[src/rtl/rv32i_types.sv]
// Shared RV32I core types: the machine word and the fetch-to-decode queue entry.
package rv32i_types;

  typedef logic [31:0] rv32i_word;

  typedef struct packed {
    rv32i_word pc;
    rv32i_word inst;
    rv32i_word pc_next;
    logic      br_pred;
  } iq_entry_t;

  localparam int IQ_DEPTH = 8;

endpackage

[src/rtl/instruction_queue.sv]
// In-order instruction queue between fetch/branch-predict and decode/dispatch.
// Enqueued packets become visible the cycle after the enqueue edge; flush empties the queue.
module instruction_queue
  import rv32i_types::*;
#(
  parameter int DEPTH = IQ_DEPTH
) (
  input  logic                   clk,
  input  logic                   rst_n,
  input  logic                   flush,
  input  logic                   iq_valid,
  output logic                   iq_ready,
  input  logic [31:0]            pc_in,
  input  logic [31:0]            inst_in,
  input  logic [31:0]            pc_next_in,
  input  logic                   br_pred_in,
  output logic                   dq_valid,
  input  logic                   dq_ready,
  output logic [31:0]            pc_out,
  output logic [31:0]            inst_out,
  output logic [31:0]            pc_next_out,
  output logic                   br_pred_out,
  output logic [$clog2(DEPTH):0] count
);

  localparam int PTR_W = $clog2(DEPTH);
  localparam int CNT_W = PTR_W + 1;
  localparam logic [PTR_W-1:0] PTR_ONE  = PTR_W'(1);
  localparam logic [CNT_W-1:0] CNT_ONE  = CNT_W'(1);
  localparam logic [CNT_W-1:0] CNT_FULL = CNT_W'(DEPTH);

  iq_entry_t        r_mem [DEPTH];
  logic [PTR_W-1:0] r_head;
  logic [PTR_W-1:0] r_tail;
  logic [CNT_W-1:0] r_count;

  logic      w_full;
  logic      w_empty;
  logic      w_enq;
  logic      w_deq;
  iq_entry_t w_wr_entry;
  iq_entry_t w_head_entry;

  // Ready/valid depend only on registered occupancy, so no combinational path
  // exists from dq_ready to iq_ready; a full queue frees a slot only next cycle.
  assign w_full  = (r_count == CNT_FULL);
  assign w_empty = (r_count == '0);
  assign w_enq   = iq_valid && !w_full && !flush;
  assign w_deq   = dq_ready && !w_empty && !flush;

  assign w_wr_entry = '{pc: pc_in, inst: inst_in, pc_next: pc_next_in, br_pred: br_pred_in};

  always_ff @(posedge clk or negedge rst_n) begin
    if (!rst_n) begin
      r_head  <= '0;
      r_tail  <= '0;
      r_count <= '0;
    end else if (flush) begin
      r_head  <= '0;
      r_tail  <= '0;
      r_count <= '0;
    end else begin
      if (w_enq) r_tail <= r_tail + PTR_ONE;
      if (w_deq) r_head <= r_head + PTR_ONE;
      case ({w_enq, w_deq})
        2'b10:   r_count <= r_count + CNT_ONE;
        2'b01:   r_count <= r_count - CNT_ONE;
        default: r_count <= r_count;
      endcase
    end
  end

  // Storage carries no reset; stale contents are masked by the empty check below.
  always_ff @(posedge clk) begin
    if (w_enq) r_mem[r_tail] <= w_wr_entry;
  end

  always_comb begin
    iq_ready     = !w_full;
    dq_valid     = !w_empty;
    count        = r_count;
    w_head_entry = r_mem[r_head];
    pc_out       = '0;
    inst_out     = '0;
    pc_next_out  = '0;
    br_pred_out  = 1'b0;
    if (!w_empty) begin
      pc_out      = w_head_entry.pc;
      inst_out    = w_head_entry.inst;
      pc_next_out = w_head_entry.pc_next;
      br_pred_out = w_head_entry.br_pred;
    end
  end

endmodule

[config.mk]
export PLATFORM = sky130hd
export DESIGN_NAME = instruction_queue
export DESIGN_NICKNAME = d
export VERILOG_FILES = /design/src/rtl/rv32i_types.sv /design/src/rtl/instruction_queue.sv
export SDC_FILE = /design/constraint.sdc
export NUM_CORES = 1
export LEC_CHECK = 0
export ABC_AREA = 1
export BUFFER_PORTS_ARGS = -buffer_cell sky130_fd_sc_hd__buf_2
export CORE_MARGIN = 4
export CORE_UTILIZATION = 55
export DETAILED_ROUTE_END_ITERATION = 7
export PLACE_DENSITY = 0.78
export RECOVER_POWER = 25
export REMOVE_ABC_BUFFERS = 1
export SKIP_CTS_REPAIR_TIMING = 1
export SLEW_MARGIN = 15
export SYNTH_ARGS = -nofsm -noshare
export SYNTH_HDL_FRONTEND = slang
export SYNTH_SLANG_ARGS = --single-unit
[constraint.sdc]
create_clock -name clk -period 10.3 [get_ports clk]
set_input_delay 3.09 -clock clk [delete_from_list [all_inputs] [get_ports clk]]
set_output_delay 3.09 -clock clk [all_outputs]
set_load 0.02 [all_outputs]
==> results.yml, run 1 <==
status:
  outcome: "finished clean"
timing:
  tightestPinTransition_ns: 1.12
  slew_viol_final: 0
  whs_ns: 0.579
  setup_viol: 0
  period_minus_slack_ns: 7.46
  fin_skew_ns: 0.0187
  slew_headroom: 0.256
  rsz0062_at_grt: "no"
  fmax_mhz: 134
  finalCritPeriodShare: 0.724
  hold_viol_final: 0
cts:
  path_clk_slew_ns: 0.06
  htree_levels: 3
  clockBufferDepth: 3
  clk-insertion-delay-late_ns: 0.61
  cts_buffers: 78
  cts_tree: "yes"
  cts_root_buffer: "clkbuf_16"
  cts.sinks: 786
drt:
  avgViaCountPerCell: 5.92
  drc: 0
  drt_iter0_drc: 1879
  vias: 19322
  routed_wl_um: 69600
  drt.antenna.violating_nets: 0
  first_pass_iters: 5
  wire_per_inst_um: 21.3
synthesis:
  synth_edf_count: 776
  synth.top_cell.area_share: 0.760
  synthFlopType: "edfxtp_1"
  synth_top_area_cell: "edfxtp_1"
  synth.most_common_cell: "edfxtp_1"
  synth_warnings: 0
  synth_common_cells: "edfxtp_1, nor2_1, o21ai_0"
  async_flop_share: 0.0127
  yosys-top-cells-area: "edfxtp_1, nor2_1, o21ai_0"
  syn_area_per_cell_um2: 13.3
  ys_seq_area_frac: 0.768
  netlist_area_um2: 30700
  synth.distinct_cells: 26
  synthCells: 2297
  ys_ff_latch: 786
grt:
  grtUsageMet2: 0.384
  grt_util_met1: 0.314
  grt_pass1_wl_um: 108000
  busiest_layer: "met2"
  antenna_found_initial: 6
  grt_max_degree: 221
  track_usage: 0.231
  grt_pass1_vias: 19366
  grt-ovfl-total: 0
  grt_use_met3: 0.0413
place:
  dpl.hpwl_um: 33400
  routabilityCongestion: 0.761
  place_area_um2: 32100
  io_buffers: 204
die:
  boundaryPins: 205
  rows: 86
  die-height_um: 244
  fp.dieW_um: 244
  die_area_um2: 59600
  start_util: 0.557
  design.core.area_um2: 55100
worst_setup_path:
  r2r_slack_ns: 7.43
  cpMaxStageDelayCell: "dfrtp_4"
  worstPathMaxFanout: 213
  crit_chain: "buf_12 -> buf_4 -> o21ai_0 -> o22ai_1 -> o21ai_0 -> a31oi_1 -> buf_2"
  crit_type: "flip-flop to output port"
  reg2reg_from: "count[1]"
  worstPathArrival_ns: 4.37
  cp_common_cell: "o21ai_0"
  rr_endpoint: "r_mem[7][14]"
  worstSetupEndpointType: "output port"
  critPathRequiredTime_ns: 7.21
  start_kind: "flip-flop"
  slowest_delay_ns: 0.95
  ff2ff_path_depth: 7
pwr:
  ir_drop_mv: 0.284
  powerDensity_nw_per_um2: 264
  fin_total_pwr_mw: 9.10
  leakagePower_nw: 11.5
worst_hold_path:
  min_path_cells: 2
  worstHoldEndpoint: "count[3]"
  hp-start: "count[3]"
  holdCritPathClass: "flip-flop to flip-flop"
layout:
  fin_area_um2: 34500
  nFillCells: 3949
  drive_gt1_frac: 0.116
  areaGrowthSynthToFinish_pct: 12.4
  nNetsFinal: 2552
job:
  cap_violations: 0
-- through the flow --
stage	utilization	instances	TNS [ns]	setup WS, ns
2_1_floorplan	-	2138	-559.94	-5.76
3_3_place_gp	0.582	3114	0	3.49
3_5_place_dp	0.582	3114	0	3.42
4_1_cts	0.627	3257	0	2.74
5_1_grt	0.625	3258	0	2.42
6_report	0.625	3262	0	2.84
-- registers in the layout (all words and copies together), names as in the netlist --
register,cells
r_head,3
count,4
r_mem,776
r_tail,3
-- worst max-delay path: cells and delay by family, from the launching register on --
kind,cells,cell delay [ns]
AOI/OAI and AO/OA,4,0.85
buffers and inverters,3,1.82
DFF,1,0.95
-- cells by family after synthesis --
kind of cell,synth area share
xor gates and xnor gates,0.000286
adders and majority gates,0.00163
AOI/OAI and AO/OA,0.121
DFF,0.768
and+or+nand+nor,0.0787
buffers and inverters,0.0304
-- where the power goes --
part / internal (mW) / leakage, nW / switching, mW / total [mW]
sequential: 3.63 / 7.14 / 0.0805 / 3.71
combinational: 0.764 / 3.11 / 1.91 / 2.67
clock: 1.57 / 1.22 / 1.15 / 2.73
-- routing by layer --
| layer | share of wire | wire (µm) | vias up |
|---|---|---|---|
| li1 | - | - | 8791 |
| met1 | 0.41 | 28300 | 9565 |
| met2 | 0.49 | 34100 | 834 |
| met3 | 0.079 | 5470 | 126 |
| met4 | 0.023 | 1620 | 6 |
| met5 | 0.00040 | 28 | - |
-- how the worst max path moves through the flow --
stage / from / end / slack [ns]
2_1_floorplan: r_head[0] / br_pred_out / -5.76
3_3_place_gp: r_head[0] / pc_next_out[6] / 3.49
3_5_place_dp: r_head[0] / pc_next_out[10] / 3.42
4_1_cts: r_head[0] / pc_next_out[10] / 2.74
5_1_grt: r_head[0] / pc_next_out[27] / 2.42
6_report: r_head[0] / pc_next_out[2] / 2.84
-- final cells by class --
class                      instances  area (µm²)  share of cell area
sequential                       786       23600               0.684
timing repair buffer             228        1150              0.0334
multi-input combinational       1332        6240               0.181
antenna                            5        12.5            0.000363
clock buffer                      96        2090              0.0607
clock inverter                    47         373              0.0108
tap                              748         936              0.0272
inverter                          20        92.6             0.00269
-- placed cells by master (no fill, tap or decap), drive strengths merged --
cell,netlist,routed
xnor2,1,1
o21a,1,1
clkbuf,85,165
nand4,1,1
clkinvlp,0,2
nand2,35,35
a31oi,97,97
dfrtp,10,10
clkinv,1,38
edfxtp,776,776
buf,74,159
bufinv,0,5
nand3,6,6
a21oi,2,2
inv,19,22
ha,4,4
diode,0,5
o21ai,494,494
nor2,594,594
o22ai,97,97
Power figures use the tool's default switching activity.
==> inputs of run 2 (changes only) <==
--- a/config.mk
+++ b/config.mk
@@ -5,12 +5,12 @@
 export SDC_FILE = /design/constraint.sdc
 export NUM_CORES = 1
 export LEC_CHECK = 0
-export ABC_AREA = 1
+export ABC_AREA = 0
 export BUFFER_PORTS_ARGS = -buffer_cell sky130_fd_sc_hd__buf_2
 export CORE_MARGIN = 4
-export CORE_UTILIZATION = 55
+export CORE_UTILIZATION = 54
 export DETAILED_ROUTE_END_ITERATION = 7
-export PLACE_DENSITY = 0.78
+export PLACE_DENSITY = 0.8
 export RECOVER_POWER = 25
 export REMOVE_ABC_BUFFERS = 1
 export SKIP_CTS_REPAIR_TIMING = 1
==> constraint.sdc (replaced) <==
create_clock -name clk -period 6.4 [get_ports clk]
set_input_delay 1.92 -clock clk [delete_from_list [all_inputs] [get_ports clk]]
set_output_delay 1.92 -clock clk [all_outputs]
set_load 0.02 [all_outputs]
==> results.yml, run 2 <==
synthesis:
  synth.most_common_cell: "edfxtp_1"
  synthCells: 1312
  synth_warnings: 0
  synth.distinct_cells: 34
  async_flop_share: 0.0127
  ys_ff_latch: 786
  yosys-top-cells-area: "edfxtp_1, mux4_2, mux2i_1"
  ys_seq_area_frac: 0.784
  synth.top_cell.area_share: 0.776
  synthFlopType: "edfxtp_1"
  netlist_area_um2: 30000
  synth_top_area_cell: "edfxtp_1"
  synth_common_cells: "edfxtp_1, mux4_2, nor2_1"
  syn_area_per_cell_um2: 22.9
  synth_edf_count: 776
worst_setup_path:
  r2r_slack_ns: 3.33
  ff2ff_path_depth: 5
  worstSetupEndpointType: "output port"
  slowest_delay_ns: 1.07
  path_delay_family: "flip-flops"
  worstPathMaxFanout: 64
  path_buf_inv: 2
  cpMaxStageDelayCell: "dfrtp_4"
  start_kind: "flip-flop"
  reg2reg_from: "count[1]"
  critPathRequiredTime_ns: 4.48
  crit_type: "flip-flop to output port"
  crit_chain: "buf_12 -> mux4_2 -> mux2i_1 -> nor2_1 -> buf_2"
  worstPathArrival_ns: 3.06
  rr_endpoint: "r_mem[2][56]"
layout:
  final_cell_mix: "edfxtp_1, mux4_2, buf_2, nor2_1, mux2i_1"
  final_common_cell: "edfxtp_1"
  nFillCells: 3615
  drive_gt1_frac: 0.298
  nNetsFinal: 1664
  largest_reg_flops: 776
  areaGrowthSynthToFinish_pct: 15.3
  largest_register: "r_mem"
  stdcell_count: 2376
timing:
  hold_viol_final: 0
  setup_viol: 0
  fmax_mhz: 201
  tightestPinTransition_ns: 1.10
  fin_skew_ns: 0.0162
  whs_ns: 0.631
  slew_headroom: 0.266
  finalCritPeriodShare: 0.779
  final.setup.tns_ns: 0
  slew_viol_final: 0
  rsz0062_at_grt: "no"
  period_minus_slack_ns: 4.98
drt:
  avgViaCountPerCell: 5.95
  routed_wl_um: 61600
  drt_iter0_drc: 1302
  vias: 14135
  first_pass_iters: 5
  wire_per_inst_um: 25.9
  drc: 0
  drt.antenna.violating_nets: 0
die:
  start_util: 0.545
  boundaryPins: 205
  fp.dieW_um: 244
  rows: 86
  die-height_um: 244
  die_area_um2: 59400
  design.core.area_um2: 55100
grt:
  grt_pass1_wl_um: 93500
  grt_pass1_vias: 15037
  antenna_found_initial: 14
  grt-ovfl-total: 0
  grt_max_degree: 98
  track_usage: 0.210
cts:
  cts_buffers: 79
  clk-insertion-delay-late_ns: 0.60
  cts_tree: "yes"
  cts_root_buffer: "clkbuf_16"
  htree_levels: 3
  cts.sinks: 786
  path_clk_slew_ns: 0.06
  clockBufferDepth: 3
worst_hold_path:
  worstHoldEndpoint: "r_tail[0]"
  min_path_cells: 2
  hp-start: "r_tail[0]"
  holdCritPathClass: "flip-flop to flip-flop"
pwr:
  powerDensity_nw_per_um2: 394
  ir_drop_mv: 0.487
  fin_total_pwr_mw: 13.7
  leakagePower_nw: 10.8
place:
  dp_cells: 2225
  routabilityCongestion: 0.756
  dpl.hpwl_um: 32300
  io_buffers: 204
status:
  outcome: "finished clean"
job:
  cap_violations: 0
run 2: final cells by class:
| type | instances | area (µm²) | area share |
|---|---|---|---|
| flip-flops and latches | 786 | 23600 | 0.681 |
| multi-input cells | 454 | 6210 | 0.179 |
| clock buffers | 115 | 2230 | 0.0643 |
| repair buffers | 236 | 1380 | 0.0398 |
| well taps | 748 | 936 | 0.0270 |
| clock inverters | 27 | 278 | 0.00802 |
| diodes | 9 | 22.5 | 0.000651 |
| inverters | 1 | 3.75 | 0.000108 |
run 2: power breakdown:
part           internal [mW]  total [mW]  switching [mW]
clock                   2.62        4.45            1.83
sequential              5.84        5.97           0.134
combinational           1.28        3.23            1.95
total                   9.74        13.7            3.91
run 2: metal layers:
| layer | vias up | global-route usage | wire, µm |
|---|---|---|---|
| met4 | 18 | 0.0667 | 1320 |
| met2 | 554 | 0.334 | 30500 |
| li1 | 5971 | - | - |
| met3 | 100 | 0.0481 | 4580 |
| met1 | 7492 | 0.295 | 25000 |
| met5 | - | 0 | 118 |
run 2: stage by stage:
step	util	worst slack, ns	area [µm²]
2_1_floorplan	-	-4.13	29700
3_3_place_gp	0.584	2.04	32200
3_5_place_dp	0.584	2.05	32200
4_1_cts	0.629	1.37	34700
5_1_grt	0.628	1.30	34600
6_report	0.628	1.42	34600
run 2: worst min-delay path, delay by kind of cell (launching register included):
| family | cells | cell delay (ns) |
|---|---|---|
| and+or+nand+nor | 1 | 0.09 |
| xor gates and xnor gates | 1 | 0.09 |
| DFF | 1 | 0.40 |
run 2: worst max path at each step:
stage / depth (start not counted) / start / end / slack [ns]
after floorplan: 3 / r_head[0] / br_pred_out / -4.13
after global placement: 5 / r_head[1] / pc_out[0] / 2.04
after detailed placement: 5 / iq_valid / r_mem[2][91] / 2.05
after CTS: 5 / r_head[1] / pc_out[7] / 1.37
after global routing: 5 / r_head[1] / pc_out[7] / 1.30
final: 5 / r_head[1] / pc_out[7] / 1.42
run 2: kinds of logic (layout without fill, tap and decap cells):
kind of cell	count (synthesis)	after routing	synth area share
flip-flops	786	786	0.784
multiplexers	294	294	0.179
AND/OR/NAND/NOR	135	135	0.0185
buffers and inverters	72	379	0.0105
AO/OA/AOI/OAI	12	12	0.00342
XOR/XNOR	9	9	0.00263
adder cells (fa/ha/maj)	4	4	0.00167
other	0	9	0
==> inputs of run 3 (changes only) <==
--- a/config.mk
+++ b/config.mk
@@ -5,7 +5,7 @@
 export SDC_FILE = /design/constraint.sdc
 export NUM_CORES = 1
 export LEC_CHECK = 0
-export ABC_AREA = 0
+export ABC_AREA = 1
 export BUFFER_PORTS_ARGS = -buffer_cell sky130_fd_sc_hd__buf_2
 export CORE_MARGIN = 4
 export CORE_UTILIZATION = 54
==> constraint.sdc (replaced) <==
create_clock -name clk -period 4.1 [get_ports clk]
set_input_delay 1.23 -clock clk [delete_from_list [all_inputs] [get_ports clk]]
set_output_delay 1.23 -clock clk [all_outputs]
set_load 0.02 [all_outputs]
==> results.yml, run 3 (synthesis results as in run 1) <==
layout:
  final_common_cell: "edfxtp_1"
  largest_reg_flops: 776
  nFillCells: 4020
  areaGrowthSynthToFinish_pct: 14.9
  drive_gt1_frac: 0.127
  regArea_um2: 23600
  fin_area_um2: 35200
  multi_input_area_um2: 6250
  largest_register: "r_mem"
  nNetsFinal: 2588
  final_cell_mix: "edfxtp_1, nor2_1, o21ai_0, o21ai_1, buf_2"
drt:
  wire_per_inst_um: 21.8
  avgViaCountPerCell: 5.99
  routed_wl_um: 72100
  drt.antenna.violating_nets: 0
  vias: 19787
  first_pass_iters: 5
  drc: 0
  drt_iter0_drc: 2077
worst_hold_path:
  min_path_cells: 2
  holdCritPathClass: "flip-flop to flip-flop"
place:
  routabilityCongestion: 0.797
  place_area_um2: 32800
  io_buffers: 204
  dpl.hpwl_um: 37500
timing:
  setup_viol: 0
  fin_skew_ns: 0.00967
  slew_viol_final: 0
  whs_ns: 0.577
  slew_headroom: 0.575
  rsz0062_at_grt: "no"
  hold_viol_final: 0
  finalCritPeriodShare: 0.976
  tightestPinTransition_ns: 0.638
  fmax_mhz: 250
  period_minus_slack_ns: 4.00
cts:
  clk-insertion-delay-late_ns: 0.61
  cts_buffers: 79
  clockBufferDepth: 3
  cts_root_buffer: "clkbuf_16"
  path_clk_slew_ns: 0.06
  cts_tree: "yes"
  htree_levels: 3
  cts.sinks: 786
grt:
  antenna_found_initial: 7
  track_usage: 0.234
  grt_pass1_wl_um: 110000
  grt_max_degree: 124
  grt_pass1_vias: 19413
  grt-ovfl-total: 0
die:
  die_area_um2: 60700
  fp.dieW_um: 246
  rows: 87
  die-height_um: 246
  design.core.area_um2: 56300
  start_util: 0.545
  boundaryPins: 205
worst_setup_path:
  startpoint: "r_head[0]"
  worstPathArrival_ns: 2.77
  crit_type: "flip-flop to output port"
  reg2reg_from: "count[0]"
  rr_endpoint: "count[3]"
  r2r_slack_ns: 1.48
  worstPathMaxFanout: 123
  crit_end: "inst_out[4]"
  worstSetupEndpointType: "output port"
  start_kind: "flip-flop"
  ff2ff_path_depth: 15
  critPathRequiredTime_ns: 2.87
pwr:
  ir_drop_mv: 0.568
  leakagePower_nw: 11.8
  fin_total_pwr_mw: 23.5
  powerDensity_nw_per_um2: 667
job:
  cap_violations: 0
status:
  outcome: "finished clean"
run 3: layer usage:
layer  wire length [µm]  track usage
met1              28400        0.326
met3               6460       0.0415
met2              35200        0.373
met5                 41            0
met4               2010       0.0883
run 3: through the flow:
step                       util  TNS [ns]  std cells  setup WS, ns
after floorplan               -  -2667.54       2138        -10.10
after global placement    0.582         0       3155         0.663
after detailed placement  0.582         0       3155         0.674
after CTS                 0.626    -0.138       3295        -0.102
after global routing      0.626         0       3301      0.000284
final                     0.626         0       3305        0.0970
run 3: how the worst min path moves through the flow:
stage,start,endpoint,slack [ns]
2_1_floorplan,r_tail[0],r_tail[0],0.55
3_3_place_gp,count[3],count[3],0.54
3_5_place_dp,count[3],count[3],0.57
4_1_cts,rst_n,r_tail[0],0.46
5_1_grt,count[3],count[3],0.62
6_report,count[3],count[3],0.58
run 3: power breakdown:
group | switching (mW) | total, mW | internal (mW)
clock | 2.88 | 6.91 | 4.03
sequential | 0.125 | 9.23 | 9.11
combinational | 5.08 | 7.34 | 2.27
total | 8.08 | 23.5 | 15.4
run 3: critical path: stages (launching register included):
cell and delay, ns:
dfrtp_4 0.61, buf_16 0.38, o21ai_0 0.17, o22ai_1 0.23, o21ai_0 0.12, a31oi_1 0.28
buf_2 0.23
run 3: final cells by class:
cell class	count	area share
flip-flops and latches	786	0.669
multi-input cells	1332	0.178
clock buffers	105	0.0604
repair buffers	263	0.0532
well taps	756	0.0269
clock inverters	35	0.00977
inverters	20	0.00288
diodes	8	0.000568
